$ cat src/rtl/mem_arbiter.sv
`timescale 1ns/1ps
// Byte-serialising arbiter for the shared RAM/IO port: ROB stores > LB loads > IF fetches.
// Reads finish n+2 cycles after the grant cycle and writes n+1, plus IO-full stalls; a flush drops IF/LB reads.
module mem_arbiter #(
  parameter int          ADDR_W = 32,
  parameter int          DATA_W = 32,
  parameter logic [1:0]  IO_SEL = 2'b11
) (
  input  logic              clk_in,
  input  logic              rst_in,
  input  logic              rdy_in,
  input  logic              rob_rst_in,
  input  logic              io_full_in,
  input  logic [7:0]        mem_din_in,
  output logic [7:0]        mem_dout_out,
  output logic [ADDR_W-1:0] mem_a_out,
  output logic              mem_wr_out,
  input  logic              if_en_in,
  input  logic [ADDR_W-1:0] if_addr_in,
  output logic [DATA_W-1:0] if_data_out,
  output logic              if_done_out,
  input  logic              lb_en_in,
  input  logic [ADDR_W-1:0] lb_addr_in,
  input  logic [2:0]        lb_width_in,
  output logic [DATA_W-1:0] lb_data_out,
  output logic              lb_done_out,
  input  logic              rob_en_in,
  input  logic [ADDR_W-1:0] rob_addr_in,
  input  logic [2:0]        rob_width_in,
  input  logic [DATA_W-1:0] rob_data_in,
  output logic              rob_done_out
);

  typedef enum logic [1:0] {S_IDLE, S_READ, S_WRITE, S_DONE} state_t;
  typedef enum logic [1:0] {OWN_IF, OWN_LB, OWN_ROB} owner_t;

  state_t              r_state;
  owner_t              r_owner;
  logic [2:0]          r_len;
  logic [2:0]          r_k;
  logic [DATA_W-1:0]   r_wdat;
  logic [DATA_W-1:0]   r_buf;
  logic                r_io;
  logic [ADDR_W-1:0]   r_mem_a;
  logic [7:0]          r_mem_dout;
  logic                r_wr;
  logic [DATA_W-1:0]   r_if_data;
  logic [DATA_W-1:0]   r_lb_data;
  logic                r_if_done;
  logic                r_lb_done;
  logic                r_rob_done;

  logic                w_gnt_rob;
  logic                w_gnt_lb;
  logic                w_gnt_if;
  logic                w_stall;
  logic [2:0]          w_k_m1;
  logic [1:0]          w_cap_idx;
  logic [1:0]          w_nxt_idx;
  logic [DATA_W-1:0]   w_rdata;

  function automatic logic [2:0] f_len(input logic [2:0] w);
    case (w)
      3'b001:  return 3'd1;
      3'b010:  return 3'd2;
      default: return 3'd4;
    endcase
  endfunction

  // A flush in IDLE only blocks the speculative requesters; committed stores still go.
  assign w_gnt_rob = rob_en_in;
  assign w_gnt_lb  = !rob_en_in && lb_en_in && !rob_rst_in;
  assign w_gnt_if  = !rob_en_in && !lb_en_in && if_en_in && !rob_rst_in;

  assign w_stall   = r_io && io_full_in;
  assign w_k_m1    = r_k - 3'd1;
  assign w_cap_idx = w_k_m1[1:0];
  assign w_nxt_idx = r_k[1:0] + 2'd1;

  // Buffer with the byte arriving this cycle merged in at its little-endian lane.
  always_comb begin
    w_rdata = r_buf;
    w_rdata[{w_cap_idx, 3'b000} +: 8] = mem_din_in;
  end

  always_ff @(posedge clk_in or posedge rst_in) begin
    if (rst_in) begin
      r_state    <= S_IDLE;
      r_owner    <= OWN_IF;
      r_len      <= '0;
      r_k        <= '0;
      r_wdat     <= '0;
      r_buf      <= '0;
      r_io       <= 1'b0;
      r_mem_a    <= '0;
      r_mem_dout <= '0;
      r_wr       <= 1'b0;
      r_if_data  <= '0;
      r_lb_data  <= '0;
      r_if_done  <= 1'b0;
      r_lb_done  <= 1'b0;
      r_rob_done <= 1'b0;
    end else if (rdy_in) begin
      r_if_done  <= 1'b0;
      r_lb_done  <= 1'b0;
      r_rob_done <= 1'b0;
      case (r_state)
        S_IDLE: begin
          r_k <= '0;
          if (w_gnt_rob) begin
            r_owner    <= OWN_ROB;
            r_len      <= f_len(rob_width_in);
            r_wdat     <= rob_data_in;
            r_io       <= (rob_addr_in[17:16] == IO_SEL);
            r_mem_a    <= rob_addr_in;
            r_mem_dout <= rob_data_in[7:0];
            r_wr       <= 1'b1;
            r_state    <= S_WRITE;
          end else if (w_gnt_lb) begin
            r_owner <= OWN_LB;
            r_len   <= f_len(lb_width_in);
            r_buf   <= '0;
            r_io    <= 1'b0;
            r_mem_a <= lb_addr_in;
            r_state <= S_READ;
          end else if (w_gnt_if) begin
            r_owner <= OWN_IF;
            r_len   <= 3'd4;
            r_buf   <= '0;
            r_io    <= 1'b0;
            r_mem_a <= if_addr_in;
            r_state <= S_READ;
          end
        end
        S_READ: begin
          if (rob_rst_in) begin
            r_state <= S_IDLE;
          end else begin
            if (r_k != 3'd0)
              r_buf <= w_rdata;
            if ((r_k + 3'd1) < r_len)
              r_mem_a <= r_mem_a + 1'b1;
            r_k <= r_k + 3'd1;
            // r_k == len means the last byte is on mem_din_in right now.
            if (r_k == r_len) begin
              r_state <= S_DONE;
              if (r_owner == OWN_IF) begin
                r_if_data <= w_rdata;
                r_if_done <= 1'b1;
              end else begin
                r_lb_data <= w_rdata;
                r_lb_done <= 1'b1;
              end
            end
          end
        end
        S_WRITE: begin
          if (!w_stall) begin
            if (r_k == r_len - 3'd1) begin
              r_wr       <= 1'b0;
              r_rob_done <= 1'b1;
              r_state    <= S_DONE;
            end else begin
              r_k        <= r_k + 3'd1;
              r_mem_a    <= r_mem_a + 1'b1;
              r_mem_dout <= r_wdat[{w_nxt_idx, 3'b000} +: 8];
            end
          end
        end
        S_DONE:  r_state <= S_IDLE;
        default: r_state <= S_IDLE;
      endcase
    end
  end

  assign mem_a_out    = r_mem_a;
  assign mem_dout_out = r_mem_dout;
  assign mem_wr_out   = r_wr && rdy_in && !w_stall;
  assign if_data_out  = r_if_data;
  assign if_done_out  = r_if_done;
  assign lb_data_out  = r_lb_data;
  assign lb_done_out  = r_lb_done;
  assign rob_done_out = r_rob_done;

endmodule

$ cat config.mk
export PLATFORM = sky130hd
export DESIGN_NAME = mem_arbiter
export DESIGN_NICKNAME = d
export VERILOG_FILES = /design/src/rtl/mem_arbiter.sv
export SDC_FILE = /design/constraint.sdc
export NUM_CORES = 1
export LEC_CHECK = 0
export BUFFER_PORTS_ARGS = -buffer_cell sky130_fd_sc_hd__buf_2
export CAP_MARGIN = 10
export CORE_MARGIN = 2
export CORE_UTILIZATION = 25
export CTS_CLUSTER_DIAMETER = 200
export CTS_CLUSTER_SIZE = 14
export DETAILED_ROUTE_END_ITERATION = 8
export SLEW_MARGIN = 5
export SYNTH_ARGS = -nofsm -noshare
export SYNTH_HDL_FRONTEND = slang
export SYNTH_SLANG_ARGS = --single-unit
$ cat constraint.sdc
create_clock -name clk_in -period 12.38 [get_ports clk_in]
set_clock_uncertainty 0.1 [all_clocks]
set_input_delay 1.238 -clock clk_in [delete_from_list [all_inputs] [get_ports clk_in]]
set_output_delay 1.238 -clock clk_in [all_outputs]
set_load 0.01 [all_outputs]
==> results of run 1 <==
## per-layer routing
metal	part of all wire [%]	GRT usage [%]
met1	45	18.6
met5	0	0
met3	4.8	2.66
met2	48	23.0
met4	1.7	4.44
## cell usage in the layout, fill, tap and decap left out, drive strengths merged, types with 3 or more instances in the layout
master   count
dfrtp      183
a211oi      15
nor3        28
a22oi        3
clkbuf      17
inv         54
nor2        37
nand2b      14
a31o         9
mux2       139
a221oi       9
o21ai       76
and4         8
a21oi        7
nor4         8
nand3       15
a31oi        5
o31ai        3
a22o        34
nand2       68
a21o         3
or2          3
ha          15
a41o         3
mux4         8
nor4b        3
nor2b        5
buf        268
xor2         4
nand4       18
mux2i       19
a2bb2oi      3
o22ai        7
and3        15
clkinv       6
## area by class of cell
type	instances	area, µm²
sequential	183	4580
antenna	2	5.00
inverter	47	184
multi-input combinational	612	4750
timing repair buffer	268	1370
fill	3971	26500
clock inverter	15	156
clock buffer	17	425
tap	518	648
## cell usage after synthesis (9+ instances only)
cell type and number:
nand2_1 68, ha_1 15, a211oi_1 15, nand3_1 15, mux2_2 139, inv_1 47
nand2b_1 14, o21ai_0 70, dfrtp_1 183, nor2_1 36, nand4_1 18, nor3_1 28
a31o_2 9, mux2i_1 19, clkbuf_1 42, a22o_1 34, and3_1 15
## sequential cells by signal, indices dropped and copies added, names as in the netlist
| signal | cells |
|---|---|
| lb_done_out | 1 |
| if_done_out | 1 |
| r_wdat | 32 |
| r_io | 1 |
| lb_data_out | 32 |
| r_owner | 2 |
| r_wr | 1 |
| r_len | 3 |
| mem_a_out | 32 |
| r_state | 2 |
| rob_done_out | 1 |
| mem_dout_out | 8 |
| r_k | 3 |
| r_buf | 32 |
| if_data_out | 32 |
## path summary, 6_finish.rpt
| check | endpoint | cells past startpoint | slack [ns] | start |
|---|---|---|---|---|
| setup / recovery | mem_a_out[15] | 8 | 8.27 | r_k[0] |
| hold / removal | mem_dout_out[7] | 2 | 0.38 | mem_dout_out[7] |
| setup reg to reg | mem_a_out[15] | 8 | 8.27 | r_k[0] |
| hold reg to reg | mem_dout_out[7] | 2 | 0.38 | mem_dout_out[7] |
| max in group asynchronous | mem_a_out[3] | 3 | 9.94 | rst_in |
| min in group asynchronous | lb_data_out[18] | 2 | 0.85 | rst_in |
## critical path, cell delays in order (launching register included)
cell	delay [ns]
dfrtp_1	0.94
inv_1	0.16
ha_1	0.80
ha_1	0.36
nand2b_1	0.09
a21oi_1	0.11
or4_4	0.78
nor2_2	0.45
a221oi_1	0.14
## power by group through the flow
stage,logic [W],registers [W],clock network [W]
floorplan,0.000708,0.000924,0
global placement,0.000984,0.000942,0
detailed placement,0.00101,0.000950,0
CTS,0.00101,0.000939,0.000569
global route,0.00111,0.000968,0.000594
finish,0.000997,0.000940,0.000550
## logic make-up (layout without fill, tap and decap cells)
family	count (synthesis)	in the layout	share of synthesized area, %
xor gates and xnor gates	5	5	0.589
DFF	183	183	46.8
adders and majority gates	15	15	1.92
other	0	2	0
muxes	166	166	19.8
and+or+nand+nor	233	233	12.3
buffers and inverters	113	347	4.91
AOI/OAI and AO/OA	193	193	13.6
## stage by stage
stage	setup slack [ns]	instance area [µm²]	util (%)
global route	7.95	12100	31.3
global placement	8.39	11500	29.8
finish	8.27	12100	31.3
CTS	8.22	12100	31.3
floorplan	6.07	9780	-
detailed placement	8.22	11500	29.8
==> flow_summary.json, run 1 <==
{
  "clockPowerShare_pct": 22.1,
  "synth_top_area_share_pct": 46.8,
  "drtIter0Drc": 393,
  "grt_pass1_vias": 7861,
  "clkTransAtPathRegs_ns": 0.08,
  "slew_viol_final": 0,
  "clock_latency_ns": 0.45,
  "area_delta_synth_final_pct": 23.9,
  "die_x_um": 202,
  "drt-total-wl_mm": 28.1,
  "ys.flop_type": "dfrtp_1",
  "hold_class": "reg2reg",
  "final_antenna_net_count": 0,
  "switching_share_pct": 40.6,
  "hold_ws_ns": 0.382,
  "fmax_ghz": 0.243,
  "cts_max_level": 4,
  "p_int_w": 0.00148,
  "crit_path_end_kind": "flop",
  "antenna_found_initial": 2,
  "numCtsBuffers": 17,
  "dieArea_um2": 40700,
  "synth_top_area_cell": "dfrtp_1",
  "wl_per_cell_um": 16.9,
  "portBuffers": 257,
  "fin_tns_setup_ns": 0,
  "cp_max_fo": 45,
  "arrival_ns": 4.30,
  "initial_core_util_pct": 25.3,
  "drc": 0,
  "place_hpwl_mm": 20.2,
  "dr_total_vias": 7909,
  "syn_area_um2": 9780,
  "dr.pass1.iters": 5,
  "grt_pass1_wl_mm": 44.6,
  "grt_max_degree": 121,
  "avgSynthCellArea_um2": 10.8,
  "netlist_instances": 908,
  "finalNonFillerCells": 1662,
  "cts_hold_buf": 0,
  "cp.required_ns": 12.57,
  "ios": 258,
  "synth_cell_types": 64,
  "syn_nets": 1073,
  "combPwrFrac_pct": 40.1,
  "clockBufferDepth": 2,
  "synth_async_sr_flop_share_pct": 100,
  "core_area_um2": 38600,
  "powerDensity_nw_per_um2": 205,
  "relSlewSlack_pct": 21.7,
  "rows": 72,
  "maxCapViolCount": 0,
  "dp.cells": 1628,
  "pwr-share-seq_pct": 37.8,
  "switchingPower_w": 0.00101,
  "yosysWarnings": 0,
  "grt_usage_pct": 14.0,
  "critPathKind": "reg2reg",
  "fin_crit_sh_pct": 33.2,
  "ys_ff_latch": 183,
  "drive_gt1_share_pct": 41.2,
  "rsz0062_at_grt": "false",
  "worstMarginPinSlew_ns": 1.17,
  "synth.area.top_cells": "dfrtp_1, mux2_2, o21ai_0",
  "grt_overflow_total": 0,
  "status": "complete, no violations",
  "p_leak_nw": 5.73,
  "cts.sinks": 183,
  "fp.dieH_um": 202,
  "setup_viol": 0,
  "gp_congestion": 0.776,
  "synth_edf_count": 0,
  "synth-seq-area-share_pct": 46.8,
  "layout_min_cycle_time_ns": 4.11,
  "ctsResizeCount": 0,
  "startpoint_type": "flop",
  "cts_tree": "built",
  "postCtsSetupBuffers": 0,
  "layout.nets": 1294,
  "cts_root_buf": "clkbuf_16",
  "viasPerCell": 4.76,
  "finalPower_w": 0.00249,
  "finalHoldViolCount": 0,
  "ir_drop_mv": 0.140
}
Note: power is estimated with default switching activity, not from simulation.
==> run 2: changes to the inputs <==
ABC_AREA = 1   (was unset)
clock period = 4.1 ns   (was 12.38 ns; I/O delays follow)
==> flow_summary.json, run 2 <==
{
  "postCtsSetupBuffers": 0,
  "synthAdderAreaFrac_pct": 1.89,
  "status": "complete, no violations",
  "clock_latency_ns": 0.45,
  "grt_pass1_vias": 8959,
  "drt-total-wl_mm": 31.1,
  "gp_congestion": 0.871,
  "drc": 0,
  "setup_viol": 0,
  "finalHoldViolCount": 0,
  "synth_xor_area_share_pct": 0.264,
  "yosysMostFrequentCell": "nand2_1",
  "fin_tns_setup_ns": 0,
  "rsz0062_at_grt": "false",
  "multiInputGateArea_um2": 4460,
  "ir_drop_mv": 0.280,
  "dr.pass1.iters": 6,
  "final_cell_area_um2": 12300,
  "ys.flop_type": "dfrtp_1",
  "placed_cell_area_um2": 11700,
  "layout.nets": 1683,
  "final_cell_mix": "nand2_1, buf_2, dfrtp_1",
  "rows": 73,
  "cp.required_ns": 4.38,
  "synth_top_area_cell": "dfrtp_1",
  "fin_crit_sh_pct": 68.2,
  "cts_root_buf": "clkbuf_16",
  "synth_mux_area_share_pct": 2.38,
  "cts_max_level": 4,
  "startpoint_type": "flop",
  "layout_setup_ws_ns": 1.30,
  "synth_cell_types": 38,
  "cts_tree": "built",
  "grt_usage_pct": 15.2,
  "grt_overflow_total": 0,
  "dr_total_vias": 9361,
  "powerDensity_nw_per_um2": 703,
  "yosysWarnings": 0,
  "critPathKind": "reg2reg",
  "drive_gt1_share_pct": 24.0,
  "dp_slack_ns": 1.28,
  "wl_per_cell_um": 15.1,
  "worst-r2r-setup-slack_ns": 1.30,
  "synth_async_sr_flop_share_pct": 100,
  "fp.dieH_um": 203,
  "grt_pass1_wl_mm": 49.3,
  "final_common_cell": "nand2_1",
  "slew_viol_final": 0,
  "arrival_ns": 3.07,
  "p_leak_nw": 6.03,
  "antenna_found_initial": 3,
  "synthSimpleGateAreaFrac_pct": 25.4,
  "syn_area_um2": 9940,
  "seq_area_um2": 4580,
  "nFillCells": 4250,
  "portBuffers": 257,
  "cts_hold_buf": 0,
  "ys_ff_latch": 183,
  "cts.sinks": 183,
  "diodes": 0,
  "synth-seq-area-share_pct": 46.1,
  "area_delta_synth_final_pct": 23.4,
  "relSlewSlack_pct": 38.8,
  "hold_class": "in2async",
  "synth_top_area_share_pct": 46.1,
  "drtIter0Drc": 650,
  "synth_top_family_by_area": "simple AND/OR/NAND/NOR gates",
  "worstMarginPinSlew_ns": 0.918,
  "fmax_ghz": 0.358,
  "viasPerCell": 4.55,
  "layout_min_cycle_time_ns": 2.80,
  "clkTransAtPathRegs_ns": 0.08,
  "synthTopCellsByCount": "nand2_1, dfrtp_1, inv_1",
  "initial_core_util_pct": 25.2,
  "synth_edf_count": 0,
  "crit_path_end_kind": "flop",
  "netlist_instances": 1293,
  "clockBufferDepth": 2,
  "grt_max_degree": 87,
  "synth_compound_area_share_pct": 14.9,
  "syn_nets": 1458,
  "synth.area.top_cells": "dfrtp_1, nand2_1, nand3_1",
  "die_x_um": 203,
  "maxCapViolCount": 0,
  "dieArea_um2": 41400,
  "numCtsBuffers": 17,
  "avgSynthCellArea_um2": 7.69,
  "core_area_um2": 39500,
  "ctsResizeCount": 0,
  "place_hpwl_mm": 23.0,
  "final_antenna_net_count": 0,
  "ios": 258,
  "cp_max_fo": 44
}
## run 2: changes by cell type after synthesis, moves of 25 or more
cell	delta
nor2_1	+37
inv_1	+94
nand3_1	+102
a22o_1	-34
nor3_1	-28
o21ai_1	+46
o22ai_1	+25
mux2_2	-118
o211ai_1	+31
nand2_1	+318
## run 2: path summary, 6_finish.rpt
kind,from,end,cells after the start
setup / recovery,r_k[0],mem_a_out[7],12
setup reg to reg,r_k[0],mem_a_out[7],12
hold / removal,rst_in,mem_a_out[8],2
hold reg to reg,lb_data_out[9],lb_data_out[9],2
min in group clk_in,rob_data_in[27],r_wdat[27],2
max in group asynchronous,rst_in,lb_data_out[26],3
## run 2: through the flow
stage	instances	hold WS (ns)	util, %	power [W]
floorplan	1293	0.343	-	0.00572
global placement	2023	0.357	29.6	0.00695
detailed placement	2023	0.368	29.6	0.00704
CTS	2055	0.0619	31.0	0.00872
global route	2056	0.0782	31.1	0.00937
finish	2056	0.0393	31.1	0.00862
## run 2: critical path, stage by stage, from the launching register on
cell     delay [ns]
dfrtp_1        0.39
buf_4          0.21
ha_1           0.23
xor2_1         0.20
ha_1           0.28
a21oi_1        0.15
o21ai_0        0.11
nand2_1        0.07
nand2_1        0.09
nor2_4         0.16
buf_4          0.49
nand2_1        0.14
o21ai_2        0.08
## run 2: area by class of cell
type | count | share of cell area [%]
Clock inverter | 15 | 1.29
Tap cell | 525 | 5.36
Inverter | 151 | 4.65
Timing Repair Buffer | 269 | 11.5
Clock buffer | 17 | 3.47
Sequential cell | 183 | 37.3
Multi-Input combinational cell | 896 | 36.4
## run 2: layer usage
metal / track usage [%] / wire length (µm) / vias to the layer above
met4: 3.70 / 434 / 6
met1: 20.5 / 14400 / 4353
met5: 0 / 41 / -
met3: 3.44 / 1970 / 34
li1: - / - / 4672
met2: 24.6 / 14200 / 296
## run 2: power breakdown
group          total (W)  leakage [nW]  switching [W]  internal, W
Clock            0.00165         0.281       0.000832     0.000815
Sequential       0.00308          2.39       0.000538      0.00254
Combinational    0.00389          3.35        0.00251      0.00138
## run 2: cells by family (layout without fill, tap and decap cells)
kind of cell             after synthesis  after routing
AND/OR/NAND/NOR                      602            602
AO/OA/AOI/OAI                        255            255
buffers and inverters                214            452
flip-flops                           183            183
multiplexers                          21             21
adder cells (fa/ha/maj)               15             15
XOR/XNOR                               3              3
==> run 3: changes to the inputs <==
clock period = 2.7 ns   (was 4.1 ns; I/O delays follow)
==> flow_summary.json, run 3 (synthesized netlist as in run 2, its figures left out) <==
{
  "startpoint_type": "flop",
  "final_cell_area_um2": 12800,
  "dr_total_vias": 9632,
  "rows": 73,
  "maxCapViolCount": 0,
  "status": "complete, no violations",
  "core_area_um2": 39500,
  "worst_path_most_repeated_cell": "nand2_1",
  "arrival_ns": 2.73,
  "clock_latency_ns": 0.45,
  "timing.rr.end": "mem_a_out[6]",
  "slew_viol_final": 0,
  "final_cell_mix": "nand2_1, buf_2, dfrtp_1",
  "drtIter0Drc": 645,
  "r2r_start": "r_k[1]",
  "layout_min_cycle_time_ns": 2.44,
  "gp_congestion": 0.841,
  "final_common_cell": "nand2_1",
  "cts_tree": "built",
  "final_antenna_net_count": 0,
  "relSlewSlack_pct": 52.9,
  "cts_root_buf": "clkbuf_16",
  "grt_pass1_wl_mm": 50.1,
  "worstHoldEndpoint": "r_wdat[0]",
  "rsz0062_at_grt": "false",
  "cp_cell_sequence": "ha_1 > xor2_1 > ha_1 > a21oi_1 > o21ai_0 > nand2_1 > nand2_1 > nor2_4 > buf_12 > nand2_1 > o21ai_2",
  "crit_path_end_kind": "flop",
  "portBuffers": 257,
  "hold_depth": 3,
  "grt_pass1_vias": 9263,
  "place_hpwl_mm": 23.5,
  "die_x_um": 203,
  "cp.required_ns": 2.99,
  "cts_max_level": 4,
  "wl_per_cell_um": 15.0,
  "fin_crit_sh_pct": 90.4,
  "drt-total-wl_mm": 31.7,
  "fp.dieH_um": 203,
  "crit_slowest_cell": "dfrtp_1",
  "dp.cells": 2038,
  "hold_ws_ns": 0.0397,
  "setup_viol": 0,
  "drive_gt1_share_pct": 24.2,
  "hold_path_startpoint": "rob_data_in[0]",
  "fin_tns_setup_ns": 0,
  "drc": 0,
  "layout.nets": 1730,
  "numCtsBuffers": 17,
  "cp_max_fo": 39,
  "ctsResizeCount": 0,
  "placed_cell_area_um2": 11800,
  "finalHoldViolCount": 0,
  "worst-r2r-setup-slack_ns": 0.26,
  "max_stage_delay_ns": 0.48,
  "area_delta_synth_final_pct": 28.3,
  "finalNonFillerCells": 2106,
  "clkTransAtPathRegs_ns": 0.08,
  "hold_class": "in2reg",
  "viasPerCell": 4.57,
  "grt_usage_pct": 15.5,
  "grt_overflow_total": 0,
  "reg2reg_depth": 11,
  "p_leak_nw": 6.25,
  "cts.sinks": 183,
  "dieArea_um2": 41400,
  "powerDensity_nw_per_um2": 1050,
  "fmax_ghz": 0.410,
  "clockBufferDepth": 2,
  "dr.pass1.iters": 5,
  "grt_max_degree": 66,
  "worstMarginPinSlew_ns": 0.706,
  "ios": 258,
  "antenna_found_initial": 4,
  "critPathKind": "reg2reg",
  "ir_drop_mv": 0.457,
  "initial_core_util_pct": 25.2
}
==> run 3: changes by cell type in the layout (fill, tap and decap cells not counted) <==
cell and change:
dlygate4sd3_1 +32, buf_4 +13, diode_2 +4, buf_12 +2, bufinv_16 +2, clkinv_8 -2, clkinvlp_4 -2, inv_6 +2
clkinv_2 -1, clkinv_4 +1, inv_8 -1
==> run 3: area by class of cell <==
type | instances | area [µm²]
antenna | 4 | 10.0
clock buffer | 17 | 425
clock inverter | 14 | 180
fill | 4253 | 26700
inverter | 151 | 571
multi-input combinational | 896 | 4460
sequential | 183 | 4580
tap | 525 | 657
timing repair buffer | 316 | 1870
==> run 3: worst max-delay path by stage <==
stage                     startpoint              end  slack, ns  depth (start not counted)
after floorplan               rst_in   if_data_out[0]      -0.02                          1
after global placement        r_k[1]    mem_a_out[14]       0.31                         11
final                         r_k[1]     mem_a_out[6]       0.26                         11
after CTS                     r_k[1]  lb_data_out[12]       0.20                          8
after global routing          r_k[1]    mem_a_out[17]       0.02                         11
after detailed placement      r_k[1]  lb_data_out[12]       0.23                          8
==> run 3: through the flow <==
step	utilization (%)	power [W]	setup WS, ns
after floorplan	-	0.00868	-0.0205
after global placement	29.9	0.0107	0.305
after detailed placement	29.9	0.0108	0.234
after CTS	32.3	0.0135	0.196
after global routing	32.3	0.0145	0.0231
final	32.3	0.0133	0.259
==> run 3: report_power, final <==
group	internal, W	leakage [nW]	switching, W
registers	0.00386	2.39	0.000856
clock network	0.00141	0.298	0.00121
logic	0.00224	3.56	0.00377
total	0.00751	6.25	0.00584
==> run 3: metal layers <==
layer	vias up	GRT usage (%)	wire length (µm)
li1	4753	-	-
met1	4550	20.7	14500
met2	293	25.4	14900
met3	36	3.20	1710
met4	0	4.64	537
met5	-	0	0
==> run 3: critical path, delay by kind of cell, from the launching register on <==
family	cells	cell delay [ns]
flops	1	0.48
compound gates	3	0.29
fa+ha+maj	2	0.50
simple gates	4	0.51
xor+xnor	1	0.20
buf+inv	1	0.26
==> run 3: timing repair <==
action / in CTS / in global routing
setup endpoints to repair: 0 / 2
endpoints found under the hold margin: 45 / 0
buffers inserted: 0 / 1
hold buffers: 32 / 0
